**src/rtl/matrix_scan_ctrl.sv**
```systemverilog
// Column-scan controller for a 5x7 LED matrix: frame double-buffering, group select,
// active-low column enables with a leading blanking interval, and a per-frame tick.
module matrix_scan_ctrl #(
  parameter int PRESCALE = 50000,
  parameter int BLANK    = 16
) (
  input  logic        clk,
  input  logic        reset,
  input  logic        enable,
  input  logic [34:0] data_in,
  input  logic        load,
  output logic [34:0] frame_data,
  output logic [2:0]  sel,
  output logic [4:0]  col_en_n,
  output logic        blank,
  output logic        frame_tick
);

  localparam int CNT_W = (PRESCALE > 1) ? $clog2(PRESCALE) : 1;
  localparam logic [CNT_W-1:0] LAST_C = CNT_W'(PRESCALE - 1);
  localparam logic [2:0]       SEL_LAST = 3'd4;

  typedef enum logic {
    IDLE,
    SCAN
  } state_e;

  state_e           state_q, state_d;
  logic [CNT_W-1:0] cnt_q, cnt_d;
  logic [2:0]       sel_q, sel_d;
  logic [4:0]       col_en_n_q, col_en_n_d;
  logic             blank_q, blank_d;
  logic             frame_tick_q, frame_tick_d;
  logic [34:0]      frame_data_q, frame_data_d;
  logic [34:0]      shadow_q, shadow_d;
  logic             pending_q, pending_d;
  logic             in_blank_d;
  logic             drive_d;
  logic             frame_start_d;

  // NOTE: every signal written in always_comb gets a default first, so no path
  // leaves it unassigned and no latch is inferred.
  always_comb begin
    state_d = state_q;
    cnt_d   = cnt_q;
    sel_d   = sel_q;
    if (!enable) begin
      state_d = IDLE;
      cnt_d   = '0;
      sel_d   = 3'd0;
    end else if (state_q == IDLE) begin
      state_d = SCAN;
      cnt_d   = '0;
      sel_d   = 3'd0;
    end else if (cnt_q == LAST_C) begin
      cnt_d = '0;
      sel_d = (sel_q == SEL_LAST) ? 3'd0 : sel_q + 3'd1;
    end else begin
      cnt_d = cnt_q + CNT_W'(1);
    end
  end

  // With no blanking interval the compare would be against zero, so it is elided.
  generate
    if (BLANK == 0) begin : g_no_blank
      assign in_blank_d = 1'b0;
    end else begin : g_blank
      assign in_blank_d = (cnt_d < CNT_W'(BLANK));
    end
  endgenerate

  // Outputs are computed from the next state so that the registered outputs line up
  // with the state they describe.
  always_comb begin
    frame_start_d = (state_d == SCAN) && (cnt_d == '0) && (sel_d == 3'd0);
    drive_d       = (state_d == SCAN) && !in_blank_d;
    col_en_n_d    = drive_d ? ~(5'b00001 << sel_d) : 5'b11111;
    blank_d       = !drive_d;
    frame_tick_d  = frame_start_d;

    shadow_d     = load ? data_in : shadow_q;
    pending_d    = pending_q | load;
    frame_data_d = frame_data_q;
    if (frame_start_d) begin
      pending_d = 1'b0;
      if (load) begin
        frame_data_d = data_in;
      end else if (pending_q) begin
        frame_data_d = shadow_q;
      end
    end
  end

  // NOTE: sequential state uses non-blocking assignments so every register samples
  // the pre-edge values, independent of statement order.
  always_ff @(posedge clk) begin
    if (reset) begin
      state_q      <= IDLE;
      cnt_q        <= '0;
      sel_q        <= 3'd0;
      col_en_n_q   <= 5'b11111;
      blank_q      <= 1'b1;
      frame_tick_q <= 1'b0;
      frame_data_q <= '0;
      shadow_q     <= '0;
      pending_q    <= 1'b0;
    end else begin
      state_q      <= state_d;
      cnt_q        <= cnt_d;
      sel_q        <= sel_d;
      col_en_n_q   <= col_en_n_d;
      blank_q      <= blank_d;
      frame_tick_q <= frame_tick_d;
      frame_data_q <= frame_data_d;
      shadow_q     <= shadow_d;
      pending_q    <= pending_d;
    end
  end

  assign frame_data = frame_data_q;
  assign sel        = sel_q;
  assign col_en_n   = col_en_n_q;
  assign blank      = blank_q;
  assign frame_tick = frame_tick_q;

endmodule

```
**config.mk**
```make
export PLATFORM = sky130hd
export DESIGN_NAME = matrix_scan_ctrl
export DESIGN_NICKNAME = d
export VERILOG_FILES = /design/src/rtl/matrix_scan_ctrl.sv
export SDC_FILE = /design/constraint.sdc
export NUM_CORES = 1
export LEC_CHECK = 0
export BUFFER_PORTS_ARGS = -buffer_cell sky130_fd_sc_hd__buf_2
export CORE_MARGIN = 8
export CORE_UTILIZATION = 45
export DETAILED_ROUTE_END_ITERATION = 7
export PLACE_DENSITY = 0.67
export SETUP_SLACK_MARGIN = 0.5
export SYNTH_ARGS = -nofsm -noshare
export SYNTH_HDL_FRONTEND = slang
export SYNTH_SLANG_ARGS = --single-unit
```
**constraint.sdc**
```tcl
create_clock -name clk -period 2.8 [get_ports clk]
set_clock_uncertainty 0.05 [all_clocks]
set_input_delay 0.56 -clock clk [delete_from_list [all_inputs] [get_ports clk]]
set_output_delay 0.56 -clock clk [all_outputs]
set_load 0.05 [all_outputs]
```
# Word level (Yosys, flattened, before mapping)
# Cells that the tools add are included.
# W data, S select, Z words.
# classes
n_eq_ne	2
muxes	10
div_mod_pow	0
addsub	2
n_bitwise	3
n_shift	1
n_lt_le_gt_ge	1
n_reduce_logical	11
multipliers	0
# ops
cell	n
$mux W35	2
$mux W16	3
$add A16 B1 Y16 const B	1
$eq A16 B16 Y1 const B	1
$logic_not A16 Y1	1
$lt A16 B5 Y1 const B	1
$mux W3	4
$not A5 Y5	1
$shl A1 B3 Y5 const A	1
$reduce_or A2 Y1	2
$add A3 B1 Y3 const B	1
$eq A3 B3 Y1 const B	1
$logic_and A1 B1 Y1	3
$logic_not A3 Y1	1
$logic_not A1 Y1	2
$reduce_and A2 Y1	1
$reduce_bool A2 Y1	1
$mux W1	1
$not A1 Y1	1
$or A1 B1 Y1	1
# word_totals
mem_count	0
latchBits	0
in_bits	39
elab_cells	39
output_inout_bits	45
reg_bits	98
rom_bits	0
ram_bits	0

# Logic depth before layout (Yosys ltp)
# Gate-level depths: netlist (run 1).
# logic_depth
depth_word	9
ltp_mapped	10
mapped_depth_nobuf	8

# Worst setup path before layout (run 1)
# No wires, ideal clock.
# synth_timing
kind	reg-to-reg
start	reg sel_q[0], in the netlist sel[0]
end	reg frame_data_q[0], in the netlist frame_data[0]
path_slack_ps	33
synth_period_minus_slack_ps	2767
setup_time_ps	121
arrival_ps	2596
stages_incl_launch_ff	9
path_buffers	1
required_ps	2629
cell_sequence	dfxtp_1 > inv_1 > ha_1 > o31ai_1 > o31ai_1 > or3_1 > a21oi_4 > buf_12 > mux2_4
# synth_via
elab_chain_cells	8
elab_cells_between_ends	9
cone_classes	add/sub (1); eq/ne (1); mux (4); reduce/logical (3)
# synth_lines
element	line	source
from (decl)	30	logic [2:0] sel_q, sel_d;
from (signal assigned)	110	sel_q <= sel_d;
$add A3 B1 Y3 / $eq A3 B3 Y1 (equally long branches)	57	sel_d = (sel_q == SEL_LAST) ? 3'd0 : sel_q + 3'd1;
$mux W3	57	
$mux W3 (*)	55	end else if (cnt_q == LAST_C) begin
$mux W3 (*)	51	end else if (state_q == IDLE) begin
$mux W3 (*)	47	if (!enable) begin
$logic_not A3 Y1 (*)	75	frame_start_d = (state_d == SCAN) && (cnt_d == '0) && (sel_d == 3'd0);
$logic_and A1 B1 Y1 (*)	75	
$reduce_and A2 Y1 (no source line) (*)	--	
to (signal assigned)	114	frame_data_q <= frame_data_d;
to (decl)	34	logic [34:0] frame_data_q, frame_data_d;
# Every way passes the cells marked *; elsewhere a longest branch is shown, timed or not.
# A chain may end at the register's enable or synchronous reset.

# Worst setup path in the final report (run 1)
# layout_timing
start	reg cnt_q[1]
end	reg frame_data_q[11], in the netlist frame_data[11]
# layout_via
elab_chain_cells	8
elab_cells_between_ends	13
cone_classes	add/sub (1); eq/ne (1); mux (6); reduce/logical (5)
# layout_lines
element	line	source
from (decl)	29	logic [CNT_W-1:0] cnt_q, cnt_d;
from (signal assigned)	109	cnt_q <= cnt_d;
$add A16 B1 Y16 / $eq A16 B16 Y1 (equally long branches)	59, 55	
$mux W16	55	
$mux W16	51	
$mux W16	47	
$logic_not A16 Y1	75	
$logic_and A1 B1 Y1	75	
$logic_and A1 B1 Y1 (*)	75	
$reduce_and A2 Y1 (no source line) (*)	--	
# Marks and branches as above.

==> flow_summary.toml, run 1 <==
[yosys]
synth_edf_count = 0
avgSynthCellArea_um2 = 10.7
synthArstFlopShare_pct = 0
synth_warnings = 0
synth.most_common_cell = "dfxtp_1"
yosysUniqueCellTypes = 49
synthCells = 392
synth_commonest_cells = "98 x dfxtp_1, 61 x nor2_1, 39 x nor2b_1"
synth_top_area_share_pct = 46.7
yosys.area.top_type = "dfxtp_1"
synth.net_count = 434
netlist_area_mm2 = 0.00420
ys_ff_latch = 98
synth_area_leaders = "dfxtp_1 47%, mux2_4 11%, mux2i_1 8.8%"
synthFlopType = "dfxtp_1"
yosysSeqAreaShare_pct = 46.7

[sta]
finalSetupTns_ns = 0
tightest_slew_ns = 0.748
maxSlewViolCount = 0
fmax_mhz = 400
period_share_pct = 89.3
min_period_ns = 2.50
finalSetupViolations = 0
finalHoldViolCount = 0
rsz0062_at_grt = "yes"
relSlewSlack_pct = 50.2

[setup_path]
critPathLaunchType = "register"
worstPathRequired_ns = 3.00
arrival_ns = 2.70
cp_max_fo = 7
endpoint_kind = "register"
crit_type = "reg -> reg"

[global_route]
grtUsageTotal_pct = 15.1
gr-total-overflow = 0
grt_pass1_wl_um = 15500
grt_pass1_vias = 3148
antenna_found_initial = 0
grt_max_degree = 77

[detailed_routing]
drc_errors = 0
drtIter0Drc = 138
drt_wl_total_um = 9380
drtPass1Iterations = 4
postRouteAntennaNets = 0
num_vias = 3017
drt-vias-per-instance = 4.96
drt-wirelength-per-cell_um = 15.4

[placed_design]
dp.final_hpwl_um = 5990
gp_routability_congestion = 0.785
port_buffers = 83
dpl_cell_area_mm2 = 0.00471
dp_cells = 571

[floorplanning]
fp-row-count = 35
die_area_mm2 = 0.0127
io_pins = 84
die_h_um = 113
core_mm2 = 0.00915
fp.dieW_um = 113
initial_core_util_pct = 45.9

[cells_and_area]
fin_nets = 534
fin_area_mm2 = 0.00523
final_cell_count_no_fill = 608
seqCellArea_mm2 = 0.00201
multi_input_area_mm2 = 0.00215
fill_cells = 772
layout-drive-gt1-share_pct = 40.6
antennaDiodeCount = 0
syn_to_final_growth_pct = 24.5

[clock_tree]
root_buffer = "clkbuf_8"
cts_sinks = 98
clkLatencyLatePin_ns = 0.36
postCtsHoldBufs = 0
cts_tree = "done"
cts_buffers = 9
clock_path_buffers = 2
cts_max_level = 3
cts.clk_slew.worst_paths_ns = 0.10

[flow_run]
max_cap_violations = 0

[status]
outcome = "finished clean"

[power]
power_density_mw_per_mm2 = 514
vdd.ir_drop.worst_mv = 0.326
p_leak_nw = 2.33

[hold_path]
worstHoldPathType = "in -> reg"
==> state kept, by name, summed over array words and instances, names as in the netlist, 3 cells and up <==
register / cells
frame_data: 35
sel: 3
cnt_q: 16
col_en_n: 5
shadow_q: 35
==> final cells by class <==
| type | instances | area share (%) |
|---|---|---|
| multi-input combinational | 269 | 41.1 |
| sequential | 98 | 38.4 |
| timing repair buffer | 111 | 14.1 |
| tap | 111 | 2.66 |
| clock buffer | 9 | 2.37 |
| clock inverter | 7 | 1.24 |
| inverter | 3 | 0.215 |
==> cells by family (layout without fill, tap and decap cells) <==
family / count (synthesis) / count (layout) / share of synthesized area [%]
simple gates: 157 / 157 / 20.6
flops: 98 / 98 / 46.7
mux: 72 / 72 / 20.9
buf+inv: 25 / 130 / 3.79
compound gates: 21 / 21 / 3.79
xor+xnor: 16 / 16 / 3.34
fa+ha+maj: 3 / 3 / 0.894
==> layer usage <==
layer	track usage [%]	part of all wire (%)
met1	18.9	47
met2	22.8	45
met3	5.58	6.7
met4	6.21	1.8
met5	0	0
==> where the power goes <==
part / total (mW) / internal, mW / switching (mW)
Sequential: 1.46 / 1.44 / 0.0205
Combinational: 0.358 / 0.154 / 0.205
Clock: 0.866 / 0.340 / 0.526
==> path summary, 6_finish.rpt <==
kind / from / to / slack (ns) / cells past startpoint
min reg2reg: cnt_q[4] / cnt_q[4] / 0.46 / 2
max: cnt_q[1] / frame_data[11] / 0.30 / 10
min: enable / state_q / 0.42 / 2
max reg2reg: cnt_q[1] / frame_data[11] / 0.30 / 10
==> placed cells by master (no fill, tap or decap), types with 3 or more instances in the layout <==
cell       n
buf_4     20
mux2_4    31
nor2b_1   39
nor3_1     5
inv_1      3
nor2_1    61
dfxtp_1   83
nand3_1    5
and3_1     4
dfxtp_2    5
buf_16     3
nand2_1   14
dfxtp_4   10
xor2_1    10
mux2_2     4
nand4_1    4
o21ai_0    4
buf_2     83
mux2i_1   36
clkbuf_8   9
xnor2_1    6
==> timing repair <==
| action | in CTS | in global routing |
|---|---|---|
| resized for setup | 35 | 6 |
| setup buffers | 16 | 1 |
| endpoints found under the hold margin | 0 | 0 |
| gates cloned | 3 | 1 |
| pin swaps | 10 | 1 |
| endpoints found under the setup margin | 40 | 40 |
==> metrics by stage <==
step                total power [mW]  worst slack [ns]  utilization (%)  hold slack, ns
floorplan                       1.74             0.309                -           0.390
global placement                1.81             0.163             51.4           0.404
detailed placement              1.82            0.0593             51.4           0.414
CTS                             2.72             0.321             56.6           0.392
global route                    2.80             0.193             57.1           0.409
finish                          2.68             0.299             57.1           0.420
==> critical path, cell delays in order, from the launching register on <==
cell and delay [ns]:
dfxtp_4 0.38, ha_4 0.17, and4b_2 0.27, nand4_4 0.10, o21ai_2 0.18, a21boi_2 0.09, or3_4 0.38, a21oi_4 0.17
buf_4 0.15, buf_12 0.12, mux2_2 0.33
Note: power is estimated with default switching activity, not from simulation.
==> run 2: changes to the inputs <==
Settings changed: CELL_PAD_IN_SITES_DETAIL_PLACEMENT set to 0, CELL_PAD_IN_SITES_GLOBAL_PLACEMENT set to 1, CORE_UTILIZATION 45 to 38, PLACE_DENSITY 0.67 to 0.72.
==> flow_summary.toml, run 2 (synthesis results as in run 1) <==
[clock_tree]
cts_tree = "done"
cts_max_level = 3
cts_buffers = 9
postCtsHoldBufs = 0
clkLatencyLatePin_ns = 0.36
cts.clk_slew.worst_paths_ns = 0.10
clock_path_buffers = 2
root_buffer = "clkbuf_8"
cts_sinks = 98

[floorplanning]
fp.dieW_um = 121
initial_core_util_pct = 38.9
die_h_um = 121
die_area_mm2 = 0.0147
fp-row-count = 38
core_mm2 = 0.0108
io_pins = 84

[sta]
tightest_slew_ns = 0.643
maxSlewViolCount = 0
relSlewSlack_pct = 57.1
period_share_pct = 90.0
finalHoldViolCount = 0
whs_ns = 0.398
min_period_ns = 2.52
rsz0062_at_grt = "yes"
finalSetupViolations = 0
fmax_mhz = 397
finalSetupTns_ns = 0

[global_route]
gr-total-overflow = 0
grt_pass1_wl_um = 15900
grt_max_degree = 46
antenna_found_initial = 0
grt_pass1_vias = 3214
grtUsageTotal_pct = 13.4

[flow_run]
max_cap_violations = 0

[detailed_routing]
top_layer = "met4"
route.met2.wl_um = 4480
drtIter0Drc = 94
postRouteAntennaNets = 0
met3_length_um = 556
num_vias = 3078
drt-met1-wl_um = 4570
drt-vias-per-instance = 4.71
drt_wl_total_um = 9730
drtPass1Iterations = 4
drt-wirelength-per-cell_um = 14.9
drc_errors = 0

[placed_design]
dp_cells = 601
gp_routability_congestion = 0.784
dp.final_hpwl_um = 6200
port_buffers = 83
dpl_cell_area_mm2 = 0.00477

[setup_path]
critPathTopFamily = "compound AO/OA/AOI/OAI gates"
cp_slowest_cell = "dfxtp_4"
worstSetupEndpoint = "frame_data[33]"
regToRegStartpoint = "cnt_q[7]"
r2r_cells = 9
endpoint_kind = "register"
r2r_end = "frame_data[33]"
critPathBufInv = 2
crit_cells = 9
ff2ff_setup_slack_ns = 0.28
worstPathRequired_ns = 3.01
cp_cell_sequence = "and4_4, nand3_4, a211o_1, a221oi_2, nand4_2, a21oi_4, buf_12, buf_16, mux2_4"
critPathLaunchType = "register"
crit_start = "cnt_q[7]"
crit_type = "reg -> reg"
cp_max_fo = 8
arrival_ns = 2.73
slowest_delay_ns = 0.38

[cells_and_area]
fin_area_mm2 = 0.00545
antennaDiodeCount = 0
final_common_cell = "buf_2"
syn_to_final_growth_pct = 29.9
final_cell_count_no_fill = 654
layout_common_cells = "83 x buf_2, 81 x dfxtp_1, 60 x nor2_1"
fill_cells = 986
layout-drive-gt1-share_pct = 43.4
fin_nets = 551

[power]
vdd.ir_drop.worst_mv = 0.277
power_mw = 2.65
power_density_mw_per_mm2 = 487
p_leak_nw = 2.41

[hold_path]
worstHoldPathType = "in -> reg"

[status]
outcome = "finished clean"
[run 2: metal layers]
layer  vias to the layer above  track usage, %
li1                       1569               -
met3                        10            4.14
met5                         -               0
met2                        61            20.5
met4                         0            5.31
met1                      1438            17.2
[run 2: final cells by class]
| cell class | instances | area (um2) | share of cell area [%] |
|---|---|---|---|
| flip-flops and latches | 98 | 2010 | 36.9 |
| multi-input cells | 269 | 2170 | 39.8 |
| repair buffers | 128 | 911 | 16.7 |
| inverters | 3 | 11.3 | 0.207 |
| well taps | 140 | 175 | 3.21 |
| clock inverters | 7 | 51.3 | 0.941 |
| clock buffers | 9 | 124 | 2.27 |
[run 2: repair_timing]
item | in CTS | in global routing
setup endpoints to repair | 39 | 41
gates resized for setup | 38 | 15
cloned | 2 | 1
hold endpoints to repair | 0 | 0
pin swaps | 8 | 11
setup buffers | 20 | 14
[run 2: worst min-delay path by stage]
stage	from	to	slack, ns	cells past startpoint
6_report	enable	state_q	0.40	2
4_1_cts	enable	state_q	0.38	2
3_3_place_gp	cnt_q[0]	cnt_q[0]	0.40	1
3_5_place_dp	cnt_q[0]	cnt_q[0]	0.42	1
2_1_floorplan	cnt_q[0]	cnt_q[0]	0.39	1
5_1_grt	data_in[25]	shadow_q[25]	0.42	3
[run 2: per-stage QoR]
step	setup slack, ns	utilization, %
floorplan	0.309	-
global placement	0.156	44.2
detailed placement	0.156	44.2
CTS	0.302	48.7
global route	0.176	50.5
finish	0.281	50.5
[run 2: power by group]
group / switching (mW) / internal, mW / leakage, nW / total, mW
combinational: 0.203 / 0.152 / 1.52 / 0.355
clock: 0.512 / 0.328 / 0.0826 / 0.840
sequential: 0.0202 / 1.44 / 0.812 / 1.46
[run 2: worst reg2reg max path, cell delays in order, from the launching register on]
cell and delay, ns:
dfxtp_4 0.38, and4_4 0.27, nand3_4 0.09, a211o_1 0.29, a221oi_2 0.30, nand4_2 0.18, a21oi_4 0.24, buf_12 0.17
buf_16 0.15, mux2_4 0.31
